## src/rtl/instr_decode_pkg.sv

```systemverilog
// op_code: opcode enum, instruction field positions and decode-stage types
package op_code;
  typedef enum logic [3:0] {
    OP_NOP = 4'd0,
    OP_LD  = 4'd1,
    OP_ST  = 4'd2,
    OP_LDM = 4'd3,
    OP_STM = 4'd4,
    OP_ADD = 4'd5
  } full_operation;
  localparam logic [1:0] DIRECT_LD  = 2'b10;
  localparam logic [1:0] DEFAULT_LD = 2'b00;
  localparam int RF_LSB   = 0;
  localparam int OP_LSB   = 2;
  localparam int MODE_LSB = 6;
  localparam int DMEM_LSB = 6;
  localparam int IMM_LSB  = 8;
  typedef struct packed {
    logic acc_we;
    logic rf_we;
    logic dmem_we;
    logic imm_sel;
    logic illegal;
  } id_ctrl_t;
  typedef enum logic {RUN, STALL} id_state_t;
endpackage

```

## src/rtl/instr_decode_ctrl_decode.sv

```systemverilog
// id_ctrl_decode: combinational opcode/mode to execute-stage enable mapping
module id_ctrl_decode
  import op_code::*;
(
  input  full_operation op,
  input  logic [1:0]    mode,
  output id_ctrl_t      ctrl
);
  assign ctrl = '{
    acc_we:  op inside {OP_LD, OP_LDM, OP_ADD},
    rf_we:   op == OP_ST,
    dmem_we: op == OP_STM,
    imm_sel: op == OP_LD && mode == DIRECT_LD,
    illegal: !(op inside {OP_NOP, OP_LD, OP_ST, OP_LDM, OP_STM, OP_ADD})
  };
endmodule

```

## src/rtl/instr_decode.sv

```systemverilog
// instr_decode: registered decode stage with ready/valid flow and post-LDM bubbles
// ID_ILLEGAL_TRAP_EN: illegal opcodes latch a sticky o_illegal and halt fetch.
module instr_decode
  import op_code::*;
#(
  parameter int LDM_LATENCY = 2
) (
  input  logic          i_clk,
  input  logic          i_rst,
  input  logic          i_valid,
  input  logic [15:0]   i_instr,
  input  full_operation i_op,
  output logic          o_ready,
  input  logic          i_ex_ready,
  output logic          o_valid,
  output full_operation o_op,
  output logic [1:0]    o_rf_addr,
  output logic [9:0]    o_dmem_addr,
  output logic [7:0]    o_imm,
  output logic          o_imm_sel,
  output logic          o_acc_we,
  output logic          o_rf_we,
  output logic          o_dmem_we,
  output logic          o_illegal
);
`ifdef ID_ILLEGAL_TRAP_EN
  localparam bit TRAP = 1'b1;
`else
  localparam bit TRAP = 1'b0;
`endif
  id_ctrl_t  c, ctrl_q;
  id_state_t state;
  logic [1:0] cnt;
  logic in_x, out_x, unused_op;
  id_ctrl_decode u_dec (.op(i_op), .mode(i_instr[MODE_LSB +: 2]), .ctrl(c));
  // fetch extracts the opcode itself, so the in-word copy is redundant
  assign unused_op = ^i_instr[OP_LSB +: 4];
  assign o_ready = !i_rst && state == RUN && (!o_valid || i_ex_ready) && !ctrl_q.illegal;
  assign in_x = i_valid && o_ready;
  assign out_x = o_valid && i_ex_ready;
  assign {o_acc_we, o_rf_we, o_dmem_we, o_imm_sel, o_illegal} = ctrl_q;
  always_ff @(posedge i_clk) begin
    if (i_rst) begin
      o_valid <= 1'b0;
      o_op <= OP_NOP;
      o_rf_addr <= '0;
      o_dmem_addr <= '0;
      o_imm <= '0;
      ctrl_q <= '0;
      state <= RUN;
      cnt <= '0;
    end else begin
      if (in_x) begin
        o_valid <= 1'b1;
        o_op <= c.illegal ? OP_NOP : i_op;
        o_rf_addr <= i_instr[RF_LSB +: 2];
        o_dmem_addr <= i_instr[DMEM_LSB +: 10];
        o_imm <= i_instr[IMM_LSB +: 8];
        ctrl_q <= '{c.acc_we, c.rf_we, c.dmem_we, c.imm_sel, TRAP && c.illegal};
        if (i_op == OP_LDM && LDM_LATENCY > 1) begin
          state <= STALL;
          cnt <= 2'(LDM_LATENCY - 1);
        end
      end else if (out_x) begin
        o_valid <= 1'b0;
        ctrl_q <= '{default: 1'b0, illegal: ctrl_q.illegal};
      end
      // bubble countdown starts with the edge that hands the LDM to execute
      if (state == STALL && (!o_valid || i_ex_ready)) begin
        cnt <= cnt - 2'd1;
        if (cnt == 2'd1) state <= RUN;
      end
    end
  end
endmodule

```

## config.mk

```make
export PLATFORM = sky130hd
export DESIGN_NAME = instr_decode
export DESIGN_NICKNAME = d
export VERILOG_FILES = /design/src/rtl/instr_decode_pkg.sv /design/src/rtl/instr_decode_ctrl_decode.sv /design/src/rtl/instr_decode.sv
export SDC_FILE = /design/constraint.sdc
export NUM_CORES = 1
export LEC_CHECK = 0
export ABC_AREA = 0
export BUFFER_PORTS_ARGS = -buffer_cell sky130_fd_sc_hd__buf_2
export CAP_MARGIN = 20
export CORE_MARGIN = 3
export CORE_UTILIZATION = 35
export CTS_CLUSTER_DIAMETER = 150
export DETAILED_ROUTE_END_ITERATION = 12
export GPL_TIMING_DRIVEN = 0
export PLACE_DENSITY = 0.63
export SETUP_SLACK_MARGIN = 0.2
export SYNTH_ARGS = -nofsm -noshare
export SYNTH_HDL_FRONTEND = slang
export SYNTH_HIERARCHICAL = 1
export SYNTH_SLANG_ARGS = --single-unit
```

## constraint.sdc

```tcl
create_clock -name i_clk -period 1.44 [get_ports i_clk]
set_input_delay 0.072 -clock i_clk [delete_from_list [all_inputs] [get_ports i_clk]]
set_output_delay 0.072 -clock i_clk [all_outputs]
set_load 0.01 [all_outputs]
```

==> run summary, run 1 <==
• **global-route usage over all layers** 16.7%
• **drt first-iter violations** 57
• **hold endpoint** o_dmem_addr[8]
• **Met2 Routed Length** 1980 um
• **final worst slack** 118 ps
• **number of H-tree levels** 1
• **maximum number of pins on one net before global-route repair** 13
• **Rel. slew slack** 57.9%
• **Critical R2R Capture** o_acc_we
• **switching part of the total** 29.2%
• **number of remaining DRC errors** 0
• **type of the worst min-delay path** in -> reg
• **cell area after synthesis** 1240 um^2
• **maximum clock insertion buffer count** 2
• **worst vdd rail ir drop** 0.316 mV
• **leading cell types in the layout, fill and taps excluded** sky130_fd_sc_hd__buf_2 (51), sky130_fd_sc_hd__dfxtp_1 (22), sky130_fd_sc_hd__nand4_1 (21), sky130_fd_sc_hd__a21oi_1 (21), sky130_fd_sc_hd__buf_4 (16)
• **placement row count** 20
• **remaining antenna violation count** 0
• **Switch Pwr** 377 uW
• **largest clock skew in the final design** 3.78 ps
• **final cycle utilization of the critical path** 91.8%
• **sequential-to-total area share from yosys stat** 38.8%
• **non-filler cells in the finished layout** 247
• **routed wirelength normalized by instance count** 15.1 um
• **Leakage Power** 0.745 nW
• **die area** 4290 um^2
• **cell count after placement** 235
• **CTS clk-pin slew, worst paths** 130 ps
• **fraction of layout instances using a drive strength above 1** 47.3%
• **biggest area consumer among synthesized cells** sky130_fd_sc_hd__dfxtp_1
• **Hold Vio Cnt, Final** 2
• **Core Footprint** 3200 um^2
• **violated checks** negative hold slack
• **number of vias per cell after detailed routing** 5.44
• **top metal layer carrying routed signals** met4
• **syn_area_per_cell** 8.66 um^2
• **relative contribution of the clock network to total power** 23.1%
• **critical path peak fanout** 5
• **critical path required time** 1370 ps
• **DR pass1 iterations** 4
• **leftover overflow at the end of global routing** 0
• **worst-case register-to-register setup slack** 140 ps
• **most frequent standard cell in the layout excluding fill and tap cells** sky130_fd_sc_hd__buf_2
• **final weighted congestion of routability-driven global placement** 0.857
• **area after detailed placement** 1530 um^2
• **post-layout min period** 1320 ps
• **core utilization of the finished layout** 54.3%
• **setup repair after global routing missed its margin** yes
• **transition time of the tightest slew-check pin** 631 ps
• **Flop pwr share** 54.5%
• **Sink Count** 24
• **number of cells on the worst reg-to-reg path** 4
• **area added between synthesis and finish** 40.5%
• **number of global-route vias before repair** 1254
• **post-synthesis instance total** 143
• **Worst Setup Path Type** reg -> out
• **power density relative to cell area** 742 nW/um^2
• **detailed-route via count** 1344
• **total detailed-routing wirelength** 3730 um
• **number of synthesized flops with an enable pin** 0
• **effective utilization at floorplan** 38.7%
• **clock latency at the later pin of the worst-skew pair** 310 ps
• **summed negative setup slack over all endpoints** 0 ps
• **antenna violations before repair** 0
• **startpoint of the worst-slack reg-to-reg timing path** o_valid
• **Total Nets Final** 230
• **post-placement setup slack** 134 ps
• **routed metal-1 wire length** 1520 um
• **final setup violation count** 0
• **primary flip-flop cell chosen by synthesis mapping** sky130_fd_sc_hd__dfxtp_1
• **Non-Filler Cell Area, Final** 1740 um^2
• **Root Driver** sky130_fd_sc_hd__clkbuf_4
• **number of cells traversed by the worst hold path** 3
• **DIE HEIGHT** 65.5 um
• **Max Slew Vio Count** 0
• **worst-case hold slack** -0.813 ps
• **run status** finished with violations
• **hold wc startpoint** i_instr[14]
• **clock tree from TritonCTS** yes
• **Unique masters post-synth** 30
• **overall die width** 65.5 um
• **number of synthesis warnings** 6
• **top area cells in the synthesized netlist** sky130_fd_sc_hd__dfxtp_1 (39%), sky130_fd_sc_hd__nand4_1 (11%), sky130_fd_sc_hd__o31ai_1 (9.7%)
• **global-route wire length before repair** 5660 um
• **number of inserted diodes** 0
• **number of buffers added by the clock tree synthesis step** 3
• **post-synth net total** 168
• **number of max-cap violations** 0
• **relative contribution of combinational cells to total power** 22.4%
• **top-level port count** 55
• **port bufs** 48
• **data arrival time of the critical path** 1250 ps
• **Synth Register Bits** 24
• **maximum operating frequency** 756 MHz
• **sort of element at the end of the critical path** primary output
• **top cell type's share of synthesized area** 38.8%
• **Detailed Place HPWL** 2590 um
• **fraction of registers with async set or reset after synthesis** 0%
• **crit path launch type** flop
• **total internal power** 914 uW
• **met3 wire length** 184 um
worst max-delay path: stages (launching register included):
cell and delay [ps]:
sky130_fd_sc_hd__dfxtp_4 360, sky130_fd_sc_hd__or2_4 250, sky130_fd_sc_hd__buf_6 130, sky130_fd_sc_hd__nor2_2 70
sky130_fd_sc_hd__buf_2 130
logic make-up (layout without fill, tap and decap cells):
group / Yosys count / after routing / synth area share [%]
fa+ha+maj: 1 / 1 / 1.01
other cells: 1 / 1 / 0.303
flops: 24 / 24 / 38.8
compound gates: 48 / 48 / 26.0
buf+inv: 30 / 90 / 13.8
simple gates: 39 / 39 / 20.1
power groups by stage:
stage | sequential, mW | combinational [mW] | clock (mW)
after floorplan | 0.726 | 0.138 | 0
after global placement | 0.715 | 0.239 | 0
after detailed placement | 0.717 | 0.242 | 0
after CTS | 0.700 | 0.264 | 0.301
after global routing | 0.707 | 0.313 | 0.328
final | 0.703 | 0.289 | 0.298
what timing repair did:
item | in CTS | in global routing
gates resized for setup | 10 | 16
pin swaps | 0 | 4
buffers inserted | 5 | 1
endpoints found under the hold margin | 4 | 0
setup endpoints to repair | 8 | 24
hold buffers | 3 | 0
per-stage QoR:
| stage | power, mW | hold slack, ps |
|---|---|---|
| 2_1_floorplan | 0.863 | 222 |
| 3_3_place_gp | 0.954 | 275 |
| 3_5_place_dp | 0.959 | 278 |
| 4_1_cts | 1.27 | 2.04 |
| 5_1_grt | 1.35 | 9.14 |
| 6_report | 1.29 | -0.813 |
metal layers:
metal | GRT usage, % | up-vias
met2 | 29.1 | 44
met1 | 20.9 | 639
met4 | 5.44 | 0
met5 | 0 | -
li1 | - | 653
met3 | 2.56 | 8
synth_stat cells (2+ instances only):
| master | instances |
|---|---|
| sky130_fd_sc_hd__a21oi_1 | 23 |
| sky130_fd_sc_hd__buf_2 | 7 |
| sky130_fd_sc_hd__buf_4 | 9 |
| sky130_fd_sc_hd__buf_6 | 2 |
| sky130_fd_sc_hd__clkbuf_1 | 6 |
| sky130_fd_sc_hd__dfxtp_1 | 24 |
| sky130_fd_sc_hd__inv_1 | 5 |
| sky130_fd_sc_hd__nand4_1 | 21 |
| sky130_fd_sc_hd__nor2_1 | 5 |
| sky130_fd_sc_hd__nor2b_1 | 4 |
| sky130_fd_sc_hd__nor4b_1 | 2 |
| sky130_fd_sc_hd__o311ai_1 | 2 |
| sky130_fd_sc_hd__o31ai_1 | 16 |
worst max-delay path by stage:
stage            start  endpoint  slack [ps]  cells past startpoint
2_1_floorplan  o_valid    cnt[1]         230                      4
3_3_place_gp   o_valid    cnt[1]         170                      4
3_5_place_dp   o_valid    cnt[1]         130                      4
4_1_cts          state   o_ready         110                      4
5_1_grt        o_valid   o_ready          60                      4
6_report         state   o_ready         120                      4
cell type report:
class	instances	area [um^2]
fill	327	1460
multi-input combinational	89	661
sequential	24	485
timing repair buffer	57	328
buffer	25	170
tap	44	55.1
clock buffer	3	22.5
inverter	5	18.8
flip-flops by register name, summed over array words and instances, names as in the netlist:
name	flops
o_acc_we	1
o_imm_sel	1
o_dmem_we	1
o_rf_we	1
o_valid	1
o_rf_addr	2
cnt	2
state	1
o_op	4
o_dmem_addr	10
Note: power is estimated with default switching activity, not from simulation.
==> inputs of run 2 (changes only) <==
- PLACE_DENSITY: 0.63 -> 0.65
- RECOVER_POWER: default -> 100
- SYNTH_HIERARCHICAL: 1 -> default
==> run 2 against run 1 <==
The run now ends clean. Total power hardly changed. Sequential share of layout area grew 3.8 points. Clock power rose by 17%. Hold slack better by 24 ps. Critical path type is now reg -> reg.
==> run summary, run 2 <==
• **run status** finished clean
• **transition time of the tightest slew-check pin** 582 ps
• **sequential-to-total area share from yosys stat** 44.8%
• **critical path required time** 1630 ps
• **clock latency at the later pin of the worst-skew pair** 310 ps
• **type of the worst min-delay path** in -> reg
• **sort of element at the end of the critical path** flop
• **relative contribution of combinational cells to total power** 18.7%
• **global-route wire length before repair** 4320 um
• **drt first-iter violations** 22
• **final setup violation count** 0
• **clock tree from TritonCTS** yes
• **non-filler cells in the finished layout** 216
• **worst vdd rail ir drop** 0.715 mV
• **effective utilization at floorplan** 37.9%
• **Worst Setup Path Type** reg -> reg
• **registers with the highest flip-flop counts** o_dmem_addr: 10 flops, o_op: 4 flops
• **detailed-route via count** 1032
• **final weighted congestion of routability-driven global placement** 0.695
• **port bufs** 48
• **Max Slew Vio Count** 0
• **fraction of layout instances using a drive strength above 1** 29.2%
• **number of synthesis warnings** 0
• **number of max-cap violations** 0
• **number of buffers added by the clock tree synthesis step** 3
• **setup repair after global routing missed its margin** yes
• **Switch Pwr** 329 uW
• **antenna violations before repair** 0
• **leading cell types in the layout, fill and taps excluded** sky130_fd_sc_hd__nand2_1 (33), sky130_fd_sc_hd__clkbuf_1 (30), sky130_fd_sc_hd__dfxtp_1 (23)
• **cell count after placement** 198
• **Commonest cells post-synth** sky130_fd_sc_hd__nand2_1 (32), sky130_fd_sc_hd__dfxtp_1 (24), sky130_fd_sc_hd__a21oi_1 (10)
• **die area** 3770 um^2
• **top-level port count** 55
• **Largest register FFs** 10
• **largest clock skew in the final design** 7.56 ps
• **CTS clk-pin slew, worst paths** 130 ps
• **critical path peak fanout** 6
• **global-route usage over all layers** 15.1%
• **post-layout min period** 1280 ps
• **number of inserted diodes** 0
• **power density relative to cell area** 845 nW/um^2
• **data arrival time of the critical path** 1480 ps
• **leftover overflow at the end of global routing** 0
• **relative contribution of the clock network to total power** 27.1%
• **Detailed Place HPWL** 1930 um
• **Flop pwr share** 54.2%
• **number of H-tree levels** 1
• **summed negative setup slack over all endpoints** 0 ps
• **cell with the most instances after synthesis** sky130_fd_sc_hd__nand2_1
• **total detailed-routing wirelength** 2790 um
• **switching part of the total** 25.5%
• **remaining antenna violation count** 0
• **Biggest register** o_dmem_addr
• **Root Driver** sky130_fd_sc_hd__clkbuf_4
• **maximum operating frequency** 780 MHz
• **number of remaining DRC errors** 0
• **fraction of registers with async set or reset after synthesis** 0%
• **Total Nets Final** 211
• **maximum number of pins on one net before global-route repair** 14
• **number of synthesized flops with an enable pin** 0
• **number of vias per cell after detailed routing** 4.78
• **top area cells in the synthesized netlist** sky130_fd_sc_hd__dfxtp_1 (45%), sky130_fd_sc_hd__nand2_1 (11%), sky130_fd_sc_hd__a21oi_2 (6.5%)
• **placement row count** 19
• **Leakage Power** 0.600 nW
• **primary flip-flop cell chosen by synthesis mapping** sky130_fd_sc_hd__dfxtp_1
• **top cell type's share of synthesized area** 44.8%
• **post-synth net total** 144
• **area added between synthesis and finish** 42.3%
• **fillcell total** 299
• **Sink Count** 24
• **Unique masters post-synth** 33
• **most frequent standard cell in the layout excluding fill and tap cells** sky130_fd_sc_hd__nand2_1
• **Rel. slew slack** 61.2%
• **DIE HEIGHT** 61.4 um
• **routed wirelength normalized by instance count** 12.9 um
• **final cycle utilization of the critical path** 89.0%
• **number of global-route vias before repair** 943
• **syn_area_per_cell** 9.02 um^2
• **total internal power** 962 uW
• **Hold Vio Cnt, Final** 0
• **Core Footprint** 2830 um^2
• **DR pass1 iterations** 4
• **overall die width** 61.4 um
• **biggest area consumer among synthesized cells** sky130_fd_sc_hd__dfxtp_1
• **crit path launch type** flop
• **Synth Register Bits** 24
• **maximum clock insertion buffer count** 2
• **cell area after synthesis** 1070 um^2
• **post-synthesis instance total** 119
-- run 2: worst max-delay path, stage by stage (launching register included) --
cell	delay, ps
sky130_fd_sc_hd__dfxtp_1	450
sky130_fd_sc_hd__nand2b_4	100
sky130_fd_sc_hd__and3_1	200
sky130_fd_sc_hd__buf_8	140
sky130_fd_sc_hd__clkbuf_16	150
sky130_fd_sc_hd__nand2_1	80
sky130_fd_sc_hd__a21oi_2	50
-- run 2: layout make-up --
type	instances	area, um^2	share of cell area [%]
sequential	24	484	31.7
multi-input combinational	78	467	30.5
timing repair buffer	62	370	24.2
buffer	15	124	8.11
tap	31	38.8	2.54
clock buffer	4	36.3	2.38
inverter	2	7.51	0.491
-- run 2: what timing repair did --
action | 4_1_cts | 5_1_grt
setup endpoints to repair | 12 | 15
hold endpoints to repair | 12 | 0
buffers inserted | 0 | 1
gates cloned | 0 | 1
gates resized for setup | 4 | 6
hold buffers | 12 | 0
pin swaps | 0 | 2
-- run 2: kinds of logic after synthesis --
family | count (synthesis) | synth area share (%)
buffers and inverters | 17 | 11.7
adder cells (fa/ha/maj) | 1 | 1.17
flip-flops | 24 | 44.8
AO/OA/AOI/OAI | 24 | 16.8
other | 1 | 0.349
AND/OR/NAND/NOR | 52 | 25.3
-- run 2: per-layer routing --
layer / vias to the layer above / GRT usage (%) / part of all wire (%)
met5: - / 0 / 0
met4: 0 / 3.03 / 0.65
met3: 2 / 4.40 / 6.4
met2: 32 / 25.4 / 52
met1: 473 / 19.4 / 41
li1: 525 / - / -
-- run 2: path summary, 6_finish.rpt --
path              start             end  slack (ps)  cells after the start
min          i_instr[6]  o_dmem_addr[0]          20                      3
max reg2reg     o_valid  o_dmem_addr[4]         160                      6
max             o_valid  o_dmem_addr[4]         160                      6
min reg2reg   o_imm_sel       o_imm_sel         470                      2
-- run 2: power by group through the flow --
stage / clock network (mW) / logic [mW] / registers, mW
finish: 0.350 / 0.242 / 0.700
floorplan: 0 / 0.112 / 0.725
detailed placement: 0 / 0.203 / 0.716
global placement: 0 / 0.200 / 0.714
global route: 0.389 / 0.263 / 0.705
CTS: 0.358 / 0.233 / 0.701
-- run 2: per-stage QoR --
step	hold slack [ps]	cell area (um^2)	setup slack, ps	utilization [%]	power, mW
3_5_place_dp	293	1350	164	47.8	0.919
4_1_cts	16.2	1520	202	53.8	1.29
3_3_place_gp	288	1350	205	47.8	0.915
2_1_floorplan	208	1070	220	-	0.837
6_report	23.3	1530	158	54.0	1.29
5_1_grt	12.0	1530	77.7	54.0	1.36
